$ cat src/rtl/arb_pkg.sv
// Shared defaults, parameter legality check and the round-robin search used by
// the weighted bid arbiter and its per-requester accounts.
package arb_pkg;

    localparam int DEF_N             = 4;
    localparam int DEF_BID_W         = 4;
    localparam int DEF_BAL_W         = 10;
    localparam int DEF_BAL_INIT      = 750;
    localparam int DEF_BAL_MAX       = 900;
    localparam int DEF_REFILL_AMT    = 750;
    localparam int DEF_REFILL_PERIOD = 400;
    localparam int DEF_STARVE_LIMIT  = 60;

    function automatic logic arb_params_ok(
        input int n,
        input int bal_w,
        input int bal_max,
        input int refill_amt,
        input int refill_period,
        input int starve_limit
    );
        logic [63:0] bal_span;
        bal_span = 64'd1 << bal_w;
        return (n >= 2) && (n <= 16) &&
               (64'(bal_max) < bal_span) && (64'(refill_amt) < bal_span) &&
               (refill_period >= 2) && (starve_limit >= 1);
    endfunction

    // Returns {found, index}: first set bit of mask searching upward from ptr+1, wrapping at n.
    function automatic logic [4:0] rr_first(
        input logic [15:0] mask,
        input logic [3:0]  ptr,
        input int          n
    );
        logic [4:0] res;
        logic [4:0] idx;
        res = 5'd0;
        for (int k = 16; k >= 1; k--) begin
            if (k <= n) begin
                idx = {1'b0, ptr} + 5'(k);
                if (idx >= 5'(n)) begin
                    idx = idx - 5'(n);
                end else begin
                    idx = idx;
                end
                if (mask[idx[3:0]]) begin
                    res = {1'b1, idx[3:0]};
                end else begin
                    res = res;
                end
            end else begin
                res = res;
            end
        end
        return res;
    endfunction

endpackage

$ cat src/rtl/bid_account.sv
// One requester's credit account: balance with floor/saturation, wait counter
// and the starved flag derived from it.
module bid_account
    import arb_pkg::*;
#(
    parameter int BID_W        = DEF_BID_W,
    parameter int BAL_W        = DEF_BAL_W,
    parameter int BAL_INIT     = DEF_BAL_INIT,
    parameter int BAL_MAX      = DEF_BAL_MAX,
    parameter int REFILL_AMT   = DEF_REFILL_AMT,
    parameter int STARVE_LIMIT = DEF_STARVE_LIMIT
) (
    input  logic             clk,
    input  logic             rst,
    input  logic             granted_i,
    input  logic [BID_W-1:0] bid_i,
    input  logic             refill_i,
    output logic [BAL_W-1:0] balance_o,
    output logic             req_o,
    output logic             elig_o,
    output logic             starved_o
);

    localparam int XW     = BAL_W + 1;
    localparam int WAIT_W = $clog2(STARVE_LIMIT + 1);
    localparam logic [WAIT_W-1:0] WAIT_MAX = WAIT_W'(STARVE_LIMIT);
    localparam logic [XW-1:0]     REFILL_X = XW'(REFILL_AMT);
    localparam logic [XW-1:0]     MAX_X    = XW'(BAL_MAX);

    logic [BAL_W-1:0]  bal_q, bal_d;
    logic [WAIT_W-1:0] wait_q, wait_d;
    logic [XW-1:0]     bal_x_s, bid_x_s, spent_s, refilled_s;

    assign bal_x_s   = {1'b0, bal_q};
    assign bid_x_s   = XW'(bid_i);
    assign req_o     = (bid_i != {BID_W{1'b0}});
    assign elig_o    = req_o && (bal_x_s >= bid_x_s);
    assign starved_o = (wait_q == WAIT_MAX);
    assign balance_o = bal_q;

    // Next balance (spend floored at zero, then refill clamped) and next wait count.
    always_comb begin
        if (granted_i) begin
            if (bal_x_s >= bid_x_s) begin
                spent_s = bal_x_s - bid_x_s;
            end else begin
                spent_s = {XW{1'b0}};
            end
        end else begin
            spent_s = bal_x_s;
        end
        refilled_s = spent_s + REFILL_X;
        if (!refill_i) begin
            bal_d = spent_s[BAL_W-1:0];
        end else if (refilled_s > MAX_X) begin
            bal_d = MAX_X[BAL_W-1:0];
        end else begin
            bal_d = refilled_s[BAL_W-1:0];
        end
        if (granted_i || !req_o) begin
            wait_d = {WAIT_W{1'b0}};
        end else if (wait_q == WAIT_MAX) begin
            wait_d = wait_q;
        end else begin
            wait_d = wait_q + WAIT_W'(1);
        end
    end

    // Account state registers.
    always_ff @(posedge clk) begin
        if (!rst) begin
            bal_q  <= BAL_W'(BAL_INIT);
            wait_q <= {WAIT_W{1'b0}};
        end else begin
            bal_q  <= bal_d;
            wait_q <= wait_d;
        end
    end

endmodule

$ cat src/rtl/weighted_bid_arbiter.sv
// N-requester credit-weighted bid arbiter: forced grants for starved requesters,
// otherwise highest affordable bid with round-robin tie-break; registered one-hot grant.
module weighted_bid_arbiter
    import arb_pkg::*;
#(
    parameter int N             = DEF_N,
    parameter int BID_W         = DEF_BID_W,
    parameter int BAL_W         = DEF_BAL_W,
    parameter int BAL_INIT      = DEF_BAL_INIT,
    parameter int BAL_MAX       = DEF_BAL_MAX,
    parameter int REFILL_AMT    = DEF_REFILL_AMT,
    parameter int REFILL_PERIOD = DEF_REFILL_PERIOD,
    parameter int STARVE_LIMIT  = DEF_STARVE_LIMIT
) (
    input  logic                   clk,
    input  logic                   rst,
    input  logic [N*BID_W-1:0]     bid,
    output logic [N-1:0]           grant,
    output logic                   grant_valid,
    output logic [$clog2(N)-1:0]   grant_id,
    output logic [N*BAL_W-1:0]     balance,
    output logic [N-1:0]           starved
);

    localparam int ID_W  = $clog2(N);
    localparam int CNT_W = $clog2(REFILL_PERIOD);
    localparam logic [CNT_W-1:0] CNT_LAST = CNT_W'(REFILL_PERIOD - 1);
    localparam logic PARAMS_OK = arb_params_ok(N, BAL_W, BAL_MAX, REFILL_AMT,
                                               REFILL_PERIOD, STARVE_LIMIT);

    if (!PARAMS_OK) begin : g_param_check
        $error("weighted_bid_arbiter: illegal parameter set");
    end

    logic [BID_W-1:0] bid_s [N];
    logic [BAL_W-1:0] bal_s [N];
    logic [N-1:0]     req_s, elig_s, starved_s, forced_s, top_s;
    logic [N-1:0]     grant_d, grant_q;
    logic [BID_W-1:0] max_bid_s;
    logic [4:0]       pick_s;
    logic [ID_W-1:0]  ptr_d, ptr_q, grant_id_d, grant_id_q;
    logic             grant_valid_q, refill_s;
    logic [CNT_W-1:0] cnt_d, cnt_q;

    for (genvar i = 0; i < N; i++) begin : g_acct
        assign bid_s[i] = bid[i*BID_W +: BID_W];
        bid_account #(
            .BID_W        (BID_W),
            .BAL_W        (BAL_W),
            .BAL_INIT     (BAL_INIT),
            .BAL_MAX      (BAL_MAX),
            .REFILL_AMT   (REFILL_AMT),
            .STARVE_LIMIT (STARVE_LIMIT)
        ) u_acct (
            .clk       (clk),
            .rst       (rst),
            .granted_i (grant_d[i]),
            .bid_i     (bid_s[i]),
            .refill_i  (refill_s),
            .balance_o (bal_s[i]),
            .req_o     (req_s[i]),
            .elig_o    (elig_s[i]),
            .starved_o (starved_s[i])
        );
        assign balance[i*BAL_W +: BAL_W] = bal_s[i];
    end

    assign refill_s = (cnt_q == CNT_LAST);

    // Grant decision: starved requesters first, else the top affordable bid.
    always_comb begin
        forced_s  = req_s & starved_s;
        max_bid_s = {BID_W{1'b0}};
        top_s     = {N{1'b0}};
        grant_d   = {N{1'b0}};
        ptr_d     = ptr_q;
        for (int i = 0; i < N; i++) begin
            if (elig_s[i] && (bid_s[i] > max_bid_s)) begin
                max_bid_s = bid_s[i];
            end else begin
                max_bid_s = max_bid_s;
            end
        end
        for (int i = 0; i < N; i++) begin
            top_s[i] = elig_s[i] && (bid_s[i] == max_bid_s);
        end
        if (|forced_s) begin
            pick_s = rr_first(16'(forced_s), 4'(ptr_q), N);
        end else begin
            pick_s = rr_first(16'(top_s), 4'(ptr_q), N);
        end
        for (int i = 0; i < N; i++) begin
            grant_d[i] = pick_s[4] && (pick_s[3:0] == 4'(i));
        end
        if (pick_s[4]) begin
            ptr_d      = ID_W'(pick_s[3:0]);
            grant_id_d = ID_W'(pick_s[3:0]);
        end else begin
            grant_id_d = {ID_W{1'b0}};
        end
        if (refill_s) begin
            cnt_d = {CNT_W{1'b0}};
        end else begin
            cnt_d = cnt_q + CNT_W'(1);
        end
    end

    // Output, pointer and refill counter registers; pointer resets so requester 0 leads.
    always_ff @(posedge clk) begin
        if (!rst) begin
            grant_q       <= {N{1'b0}};
            grant_valid_q <= 1'b0;
            grant_id_q    <= {ID_W{1'b0}};
            ptr_q         <= ID_W'(N - 1);
            cnt_q         <= {CNT_W{1'b0}};
        end else begin
            grant_q       <= grant_d;
            grant_valid_q <= |grant_d;
            grant_id_q    <= grant_id_d;
            ptr_q         <= ptr_d;
            cnt_q         <= cnt_d;
        end
    end

    assign grant       = grant_q;
    assign grant_valid = grant_valid_q;
    assign grant_id    = grant_id_q;
    assign starved     = starved_s;

endmodule

$ cat config.mk
export PLATFORM = sky130hd
export DESIGN_NAME = weighted_bid_arbiter
export DESIGN_NICKNAME = d
export VERILOG_FILES = /design/src/rtl/arb_pkg.sv /design/src/rtl/bid_account.sv /design/src/rtl/weighted_bid_arbiter.sv
export SDC_FILE = /design/constraint.sdc
export NUM_CORES = 1
export LEC_CHECK = 0
export CORE_MARGIN = 2
export CORE_UTILIZATION = 34
export CTS_CLUSTER_DIAMETER = 30
export DETAILED_ROUTE_END_ITERATION = 8
export SLEW_MARGIN = 10
export SYNTH_ARGS = -nofsm -noshare
export SYNTH_HDL_FRONTEND = slang
export SYNTH_HIERARCHICAL = 1
export SYNTH_SLANG_ARGS = --single-unit
export TNS_END_PERCENT = 1
$ cat constraint.sdc
create_clock -name clk -period 17.2 [get_ports clk]
set_clock_uncertainty 0.05 [all_clocks]
set_input_delay 5.16 -clock clk [delete_from_list [all_inputs] [get_ports clk]]
set_output_delay 5.16 -clock clk [all_outputs]
set_load 0.02 [all_outputs]
==> metrics.yaml, run 1 <==
area.growth.synth_to_final_pct: 14.32
p_per_area_mw_per_mm2: 146.8
port_buffers: 68
post-route-period-util: 0.9533
pre_cts_slack_ns: 0.3210
slowest_delay_ns: 0.60
worstHoldStart: "cnt_q[0]$_SDFF_PP0_"
p_switching_uw: 716.2
holdBufCountCts: 0
cts.sinks: 82
grt_overflow_total: 0
cp.arrival_ns: 16.59
start_util: 0.3462
gp_congestion: 0.9142
pwr-share-clk: 0.126
cp-start-kind: "input port"
num_rows: 58
clockBufferDepth: 2
crit_start: "bid[3]"
reg2regPathDepth: 43
routed_wirelength_mm: 24.17
hold_violations: 0
grt_pass1_wl_mm: 40.01
synth-edff-count: 0
num_io_pins: 69
yosysUniqueCellTypes: 105
clkLatencyLatePin_ns: 0.35
peakVddDrop_v: 0.00008289
cts.repair.resized: 0
setup_viol: 0
worst_ep_required_time_ns: 17.39
cap_viol_max_count: 0
crit_fanout: 11
multi_input_area_mm2: 0.006668
internal-power_uw: 742.3
dp_hpwl_mm: 18.64
track_usage: 0.1809
vias: 8495
final_cell_mix: "nor2_1 (112), nand2_1 (84), dfxtp_1 (82), nand3_1 (81), clkdlybuf4s50_1 (67)"
syn_inst: 1076
swShare: 0.4911
ys.flop_type: "dfxtp_1"
critPathKind: "in -> reg"
viasPerCell: 5.779
dr.pass1.iters: 5
grt_pass1_vias: 8067
hp-class: "reg -> reg"
end_kind: "register"
rr_endpoint: "g_acct[1].u_acct/balance_o[0]$_SDFF_PN0_"
path_clk_slew_ns: 0.06
drive_gt1_frac: 0.1246
relSlewSlack: 0.4253
die_h_um: 163.9
cts_buffers: 9
power.leakage_nw: 3.642
first_iter_violations: 410
hold_depth: 1
worstMarginPinSlew_ns: 0.8609
core_area_mm2: 0.02511
status: "completed"
wl_per_cell_um: 16.44
netlist_area_mm2: 0.008693
nNetsFinal: 1202
yosysSeqAreaShare: 0.1888
report.final.slew_viol_count: 0
final_common_cell: "nor2_1"
final_core_utilization: 0.3958
setup_tns_ns: 0
die_area_mm2: 0.02686
avgSynthCellArea_um2: 8.079
min_to: "cnt_q[0]$_SDFF_PP0_"
regArea_mm2: 0.001642
cts_tree: "done"
combPwrFrac: 0.675
final.setup.worst_slack_ns: 0.8025
clock_tree.root_cell: "clkbuf_16"
grt_max_degree: 52
htreeDepth: 3
critPathSlowestCell: "clkdlybuf4s50_1"
fill_cells: 2609
rrSetupSlack_ns: 5.90
ant_nets: 0
chipWidth_um: 163.9
antenna_cells: 0
synthArstFlopShare: 0
cp_common_cell: "ha_1"
fmax_mhz: 60.98
synth_warnings: 6
power_frac_seq: 0.198
ys_seq_elements: 82
cts_setup_buffers: 0
antenna_found_initial: 0
period_needed_ns: 16.40
reg2reg_from: "g_acct[0].u_acct/balance_o[3]$_SDFF_PN1_"
route.detailed.drc: 0
synth_nets: 1142
==> routing by layer <==
| metal | global-route usage | vias up | part of all wire |
|---|---|---|---|
| li1 | - | 4176 | - |
| met1 | 0.2421 | 4008 | 0.46 |
| met2 | 0.3004 | 265 | 0.47 |
| met3 | 0.02626 | 46 | 0.050 |
| met4 | 0.05542 | 0 | 0.019 |
| met5 | 0 | - | 0 |
==> stage by stage <==
stage | power (mW) | hold WS (ns) | instances | instance area [µm²]
2_1_floorplan | 1.033 | 0.3676 | 1076 | 8693
3_3_place_gp | 1.261 | 0.3828 | 1455 | 9649
3_5_place_dp | 1.263 | 0.3905 | 1455 | 9649
4_1_cts | 1.455 | 0.4029 | 1470 | 9920
5_1_grt | 1.578 | 0.4187 | 1470 | 9938
6_report | 1.459 | 0.3981 | 1470 | 9938
==> kinds of logic after synthesis <==
group / count (synthesis) / share of synthesized area
and+or+nand+nor: 472 / 0.3043
adders and majority gates: 48 / 0.07254
buffers and inverters: 84 / 0.04706
DFF: 82 / 0.1888
xor gates and xnor gates: 70 / 0.08089
AOI/OAI and AO/OA: 308 / 0.2915
muxes: 12 / 0.01497
==> Yosys cell counts (all sizes together), types with 5 or more instances <==
cell,number,share of area
nor2,120,0.056
nand2,89,0.040
nand3,85,0.051
dfxtp,82,0.19
inv,57,0.025
a21oi,56,0.035
o21ai,52,0.030
ha,44,0.063
xnor2,39,0.043
xor2,27,0.027
nor3,26,0.015
and3,25,0.020
nand4,25,0.019
a211o,20,0.025
nor4,18,0.024
a31oi,17,0.013
o211ai,17,0.018
a211oi,16,0.016
a2bb2oi,15,0.015
o21a,13,0.011
o221ai,13,0.015
a21boi,12,0.010
buf,12,0.010
nor2b,12,0.0095
o31ai,11,0.018
nand2b,9,0.0065
nor3b,9,0.0083
o31a,9,0.0096
a22oi,8,0.0085
and2,8,0.0058
mux2,8,0.010
or2b,8,0.0075
o22ai,7,0.0058
a21o,6,0.0058
clkbuf,6,0.0026
or4,6,0.0060
and2b,5,0.0049
nand3b,5,0.0043
nor4b,5,0.0079
==> sequential cells by signal, summed over array words and instances (netlist names) <==
name and cells:
g_acct.u_acct/balance_o 40, grant_valid 1, grant_id 2, grant 4, g_acct.u_acct/wait_q 24, cnt_q 9, ptr_q 2
==> worst max path at each step <==
stage,slack (ns),depth (start not counted),endpoint
2_1_floorplan,2.38,46,g_acct[3].u_acct/balance_o[0]$_SDFF_PN0_
3_3_place_gp,0.49,46,g_acct[1].u_acct/balance_o[0]$_SDFF_PN0_
3_5_place_dp,0.32,46,g_acct[1].u_acct/balance_o[0]$_SDFF_PN0_
4_1_cts,0.66,46,g_acct[1].u_acct/balance_o[0]$_SDFF_PN0_
5_1_grt,-0.01,45,g_acct[1].u_acct/balance_o[0]$_SDFF_PN0_
6_report,0.80,45,g_acct[1].u_acct/balance_o[0]$_SDFF_PN0_
==> power groups by stage <==
stage	Sequential, mW	Clock [mW]	Combinational (mW)
finish	0.289	0.184	0.985
global route	0.297	0.199	1.08
CTS	0.289	0.190	0.975
detailed placement	0.293	0	0.970
global placement	0.294	0	0.967
floorplan	0.304	0	0.729
==> cell type report <==
class                   count  area share
repair buffers             75     0.07327
clock buffers              10     0.02405
clock inverters             5    0.003147
inverters                  58     0.02191
flip-flops and latches     82      0.1652
multi-input cells         910      0.6709
well taps                 330     0.04155
==> critical path, delay by kind of cell <==
| kind | cells | cell delay, ns |
|---|---|---|
| compound gates | 19 | 5.39 |
| simple gates | 15 | 2.97 |
| fa+ha+maj | 5 | 1.69 |
| buf+inv | 6 | 1.35 |
(Power assumes the default switching activity.)
==> run 2, diff against run 1 <==
--- a/config.mk
+++ b/config.mk
@@ -12,6 +12,5 @@
 export SLEW_MARGIN = 10
 export SYNTH_ARGS = -nofsm -noshare
 export SYNTH_HDL_FRONTEND = slang
-export SYNTH_HIERARCHICAL = 1
 export SYNTH_SLANG_ARGS = --single-unit
 export TNS_END_PERCENT = 1
==> constraint.sdc (replaced) <==
create_clock -name clk -period 13.7 [get_ports clk]
set_clock_uncertainty 0.05 [all_clocks]
set_input_delay 4.11 -clock clk [delete_from_list [all_inputs] [get_ports clk]]
set_output_delay 4.11 -clock clk [all_outputs]
set_load 0.02 [all_outputs]
==> metrics.yaml, run 2 <==
critPathKind: "in -> reg"
final_core_utilization: 0.4229  # +0.02706
gp_congestion: 0.9723  # +6.4%
netlist_top_cells_count: "nor2_1 (126), dfxtp_1 (82), a21oi_1 (80)"
swShare: 0.4996  # +0.008552
clockBufferDepth: 2  # unchanged
port_buffers: 68  # unchanged
clock_tree.root_cell: "clkbuf_16"
synth_nets: 1128  # -1.2%
yosysUniqueCellTypes: 103  # -1.9%
clkLatencyLatePin_ns: 0.36  # about the same
grt_max_degree: 46  # -12%
start_util: 0.3463  # about the same
synth_top_cell_by_area: "dfxtp_1"
synth_warnings: 0  # -6
cap_viol_max_count: 0  # unchanged
first_iter_violations: 608  # +48%
routed_wirelength_mm: 26.84  # +11%
p_per_area_mw_per_mm2: 201.4  # +37%
route.detailed.drc: 0  # unchanged
synthMuxAreaShare: 0.06866  # +0.05369
dr.pass1.iters: 5  # unchanged
internal-power_mw: 1.001  # +35%
p_total_mw: 1.999  # +37%
report.final.slew_viol_count: 0  # unchanged
num_rows: 56  # -3.4%
vias: 8665  # +2.0%
die_area_mm2: 0.02516  # -6.3%
peakVddDrop_v: 0.0001142  # +38%
hold_violations: 0  # unchanged
track_usage: 0.2154  # +0.03446
final_common_cell: "nor2_1"
fin_area_mm2: 0.009926  # -0.13%
cp-start-kind: "input port"
hold_depth: 1  # unchanged
relSlewSlack: 0.3372  # -0.08808
cts.sinks: 82  # unchanged
dp_hpwl_mm: 20.57  # +10%
status: "completed"
synthTopCellsByArea: "dfxtp_1 (20%), ha_1 (6.8%), nor2_1 (5.8%)"
holdBufCountCts: 0  # unchanged
dp_cells: 1472  # +1.2%
combPwrFrac: 0.700  # +0.025
multi_input_area_mm2: 0.006188  # -7.2%
core_area_mm2: 0.02347  # -6.5%
netlist_area_mm2: 0.008128  # -6.5%
synthArstFlopShare: 0  # unchanged
viasPerCell: 5.808  # +0.50%
area.growth.synth_to_final_pct: 22.12
grt_pass1_vias: 8199  # +1.6%
worstHoldStart: "cnt_q[0]$_SDFF_PP0_"
rrSetupSlack_ns: 4.34  # -1.56 ns
synth_top_family_by_area: "compound AO/OA/AOI/OAI gates"
cp.arrival_ns: 13.32  # -3.27 ns
p_switching_uw: 998.9  # +39%
dpl_cell_area_mm2: 0.009505  # -1.5%
synth-compound-area-share: 0.2991  # +0.007656
reg2reg_from: "g_acct[0].u_acct.balance_o[4]$_SDFF_PN0_"
die_h_um: 158.6  # -3.2%
power.leakage_nw: 3.711  # +1.9%
grt_pass1_wl_mm: 43.13  # +7.8%
pre_cts_slack_ns: -0.2124  # -0.5334 ns
largest_register_ffs: 40  # unchanged
ant_nets: 0  # unchanged
post-route-period-util: 0.9611
worstMarginPinSlew_ns: 0.9906  # +0.1296 ns
synthAdderAreaFrac: 0.07759  # +0.005047
rr_endpoint: "g_acct[3].u_acct.balance_o[2]$_SDFF_PN1_"
rsz0062_at_grt: "true"
chipWidth_um: 158.6  # -3.2%
period_needed_ns: 13.17
final_cell_mix: "nor2_1 (125), dfxtp_1 (82), a21oi_1 (80), buf_4 (70), nand2_1 (69)"
num_io_pins: 69  # unchanged
cts_tree: "done"
cts_buffers: 9  # unchanged
cp_common_cell: "ha_1"
min_to: "cnt_q[0]$_SDFF_PP0_"
final_cell_count_no_fill: 1492  # +1.5%
path_clk_slew_ns: 0.08  # +0.02 ns
synth-simple-area-share: 0.2517  # -0.05257
crit_fanout: 11  # unchanged
ys.flop_type: "dfxtp_1"
fill_cells: 2419  # -7.3%
nNetsFinal: 1234  # +2.7%
synth_xor_area_frac: 0.05065  # -0.03024
synth-edff-count: 0  # unchanged
fmax_mhz: 75.95
end_kind: "register"
yosysSeqAreaShare: 0.2020  # +0.01314
hp-class: "reg -> reg"
cpLargestDelayFamily: "compound AO/OA/AOI/OAI gates"
drive_gt1_frac: 0.1424  # +0.01781
wl_per_cell_um: 17.99  # +9.4%
final.setup.worst_slack_ns: 0.5328  # -0.2697 ns
critPathSlowestCell: "or4_4"
syn_inst: 1062  # -1.3%
power_frac_seq: 0.180  # -0.018
antenna_cells: 0  # unchanged
pwr-share-clk: 0.120  # -0.006
setup_viol: 0  # unchanged
worst_ep_required_time_ns: 13.85  # -3.54 ns
cp_num_buf_inv: 5  # -1
htreeDepth: 3  # unchanged
grt_overflow_total: 0  # unchanged
synth.most_common_cell: "nor2_1"
slowest_delay_ns: 0.56  # -0.04 ns
reg2regPathDepth: 35  # -19%
regArea_mm2: 0.001642  # unchanged
yosys.area.top_type_share: 0.2020  # +0.01314
antenna_found_initial: 0  # unchanged
ys_seq_elements: 82  # unchanged
avgSynthCellArea_um2: 7.653  # -5.3%
-- run 2: cell count changes after synthesis, sizes merged, moves of 17 or more --
cell and change:
mux2i +30, nand2 -18, a21oi +28, clkbuf +26
nand3 -40, a211o -17
-- run 2: worst max-delay path by stage --
stage                start                                       end  slack (ns)  depth (start not counted)
floorplan           bid[2]  g_acct[0].u_acct.balance_o[3]$_SDFF_PN1_        0.62                         41
global placement    bid[1]  g_acct[1].u_acct.balance_o[0]$_SDFF_PN0_       -0.28                         42
detailed placement  bid[3]  g_acct[1].u_acct.balance_o[0]$_SDFF_PN0_       -0.21                         42
CTS                 bid[3]  g_acct[1].u_acct.balance_o[0]$_SDFF_PN0_        0.13                         42
global route        bid[2]  g_acct[1].u_acct.balance_o[0]$_SDFF_PN0_       0.002                         46
finish              bid[3]  g_acct[3].u_acct.balance_o[2]$_SDFF_PN1_        0.53                         39
-- run 2: layer usage --
layer  wire length (µm)  track usage
met3               1388      0.03185
met4                807      0.07679
met2              11950       0.3453
met1              12690       0.2937
met5                  0            0
-- run 2: repair_timing --
action / in CTS / in global routing
setup buffers: 0 / 4
setup endpoints to repair: 0 / 39
gates resized for setup: 0 / 20
-- run 2: logic make-up (layout without fill, tap and decap cells) --
| kind of cell | count (synthesis) | after routing |
|---|---|---|
| adders and majority gates | 48 | 48 |
| xor gates and xnor gates | 47 | 47 |
| DFF | 82 | 82 |
| muxes | 50 | 50 |
| AOI/OAI and AO/OA | 329 | 329 |
| buffers and inverters | 98 | 209 |
| and+or+nand+nor | 408 | 408 |
-- run 2: power by group through the flow --
stage               logic (mW)  registers [mW]  clock network, mW
global route              1.53           0.368              0.256
CTS                       1.36           0.358              0.249
global placement          1.35           0.365                  0
detailed placement        1.35           0.363                  0
floorplan                0.921           0.370                  0
finish                    1.40           0.360              0.240
-- run 2: cell type report --
class / count / share of cell area
multi-input cells: 882 / 0.6235
flip-flops and latches: 82 / 0.1654
clock inverters: 7 / 0.005925
repair buffers: 138 / 0.1215
well taps: 319 / 0.04021
clock buffers: 9 / 0.02269
inverters: 55 / 0.02080
-- run 2: stage by stage --
stage,hold slack (ns),TNS [ns]
floorplan,0.3630,0
global placement,0.3773,-1.711
detailed placement,0.3863,-1.437
CTS,0.3979,0
global route,0.4109,0
finish,0.3938,0
-- run 2: worst reg2reg max path, delay by kind of cell, from the launching register on --
kind / cells / cell delay [ns]
AOI/OAI and AO/OA: 15 / 3.36
and+or+nand+nor: 12 / 2.90
muxes: 3 / 1.17
adders and majority gates: 3 / 0.92
DFF: 1 / 0.43
buffers and inverters: 2 / 0.40
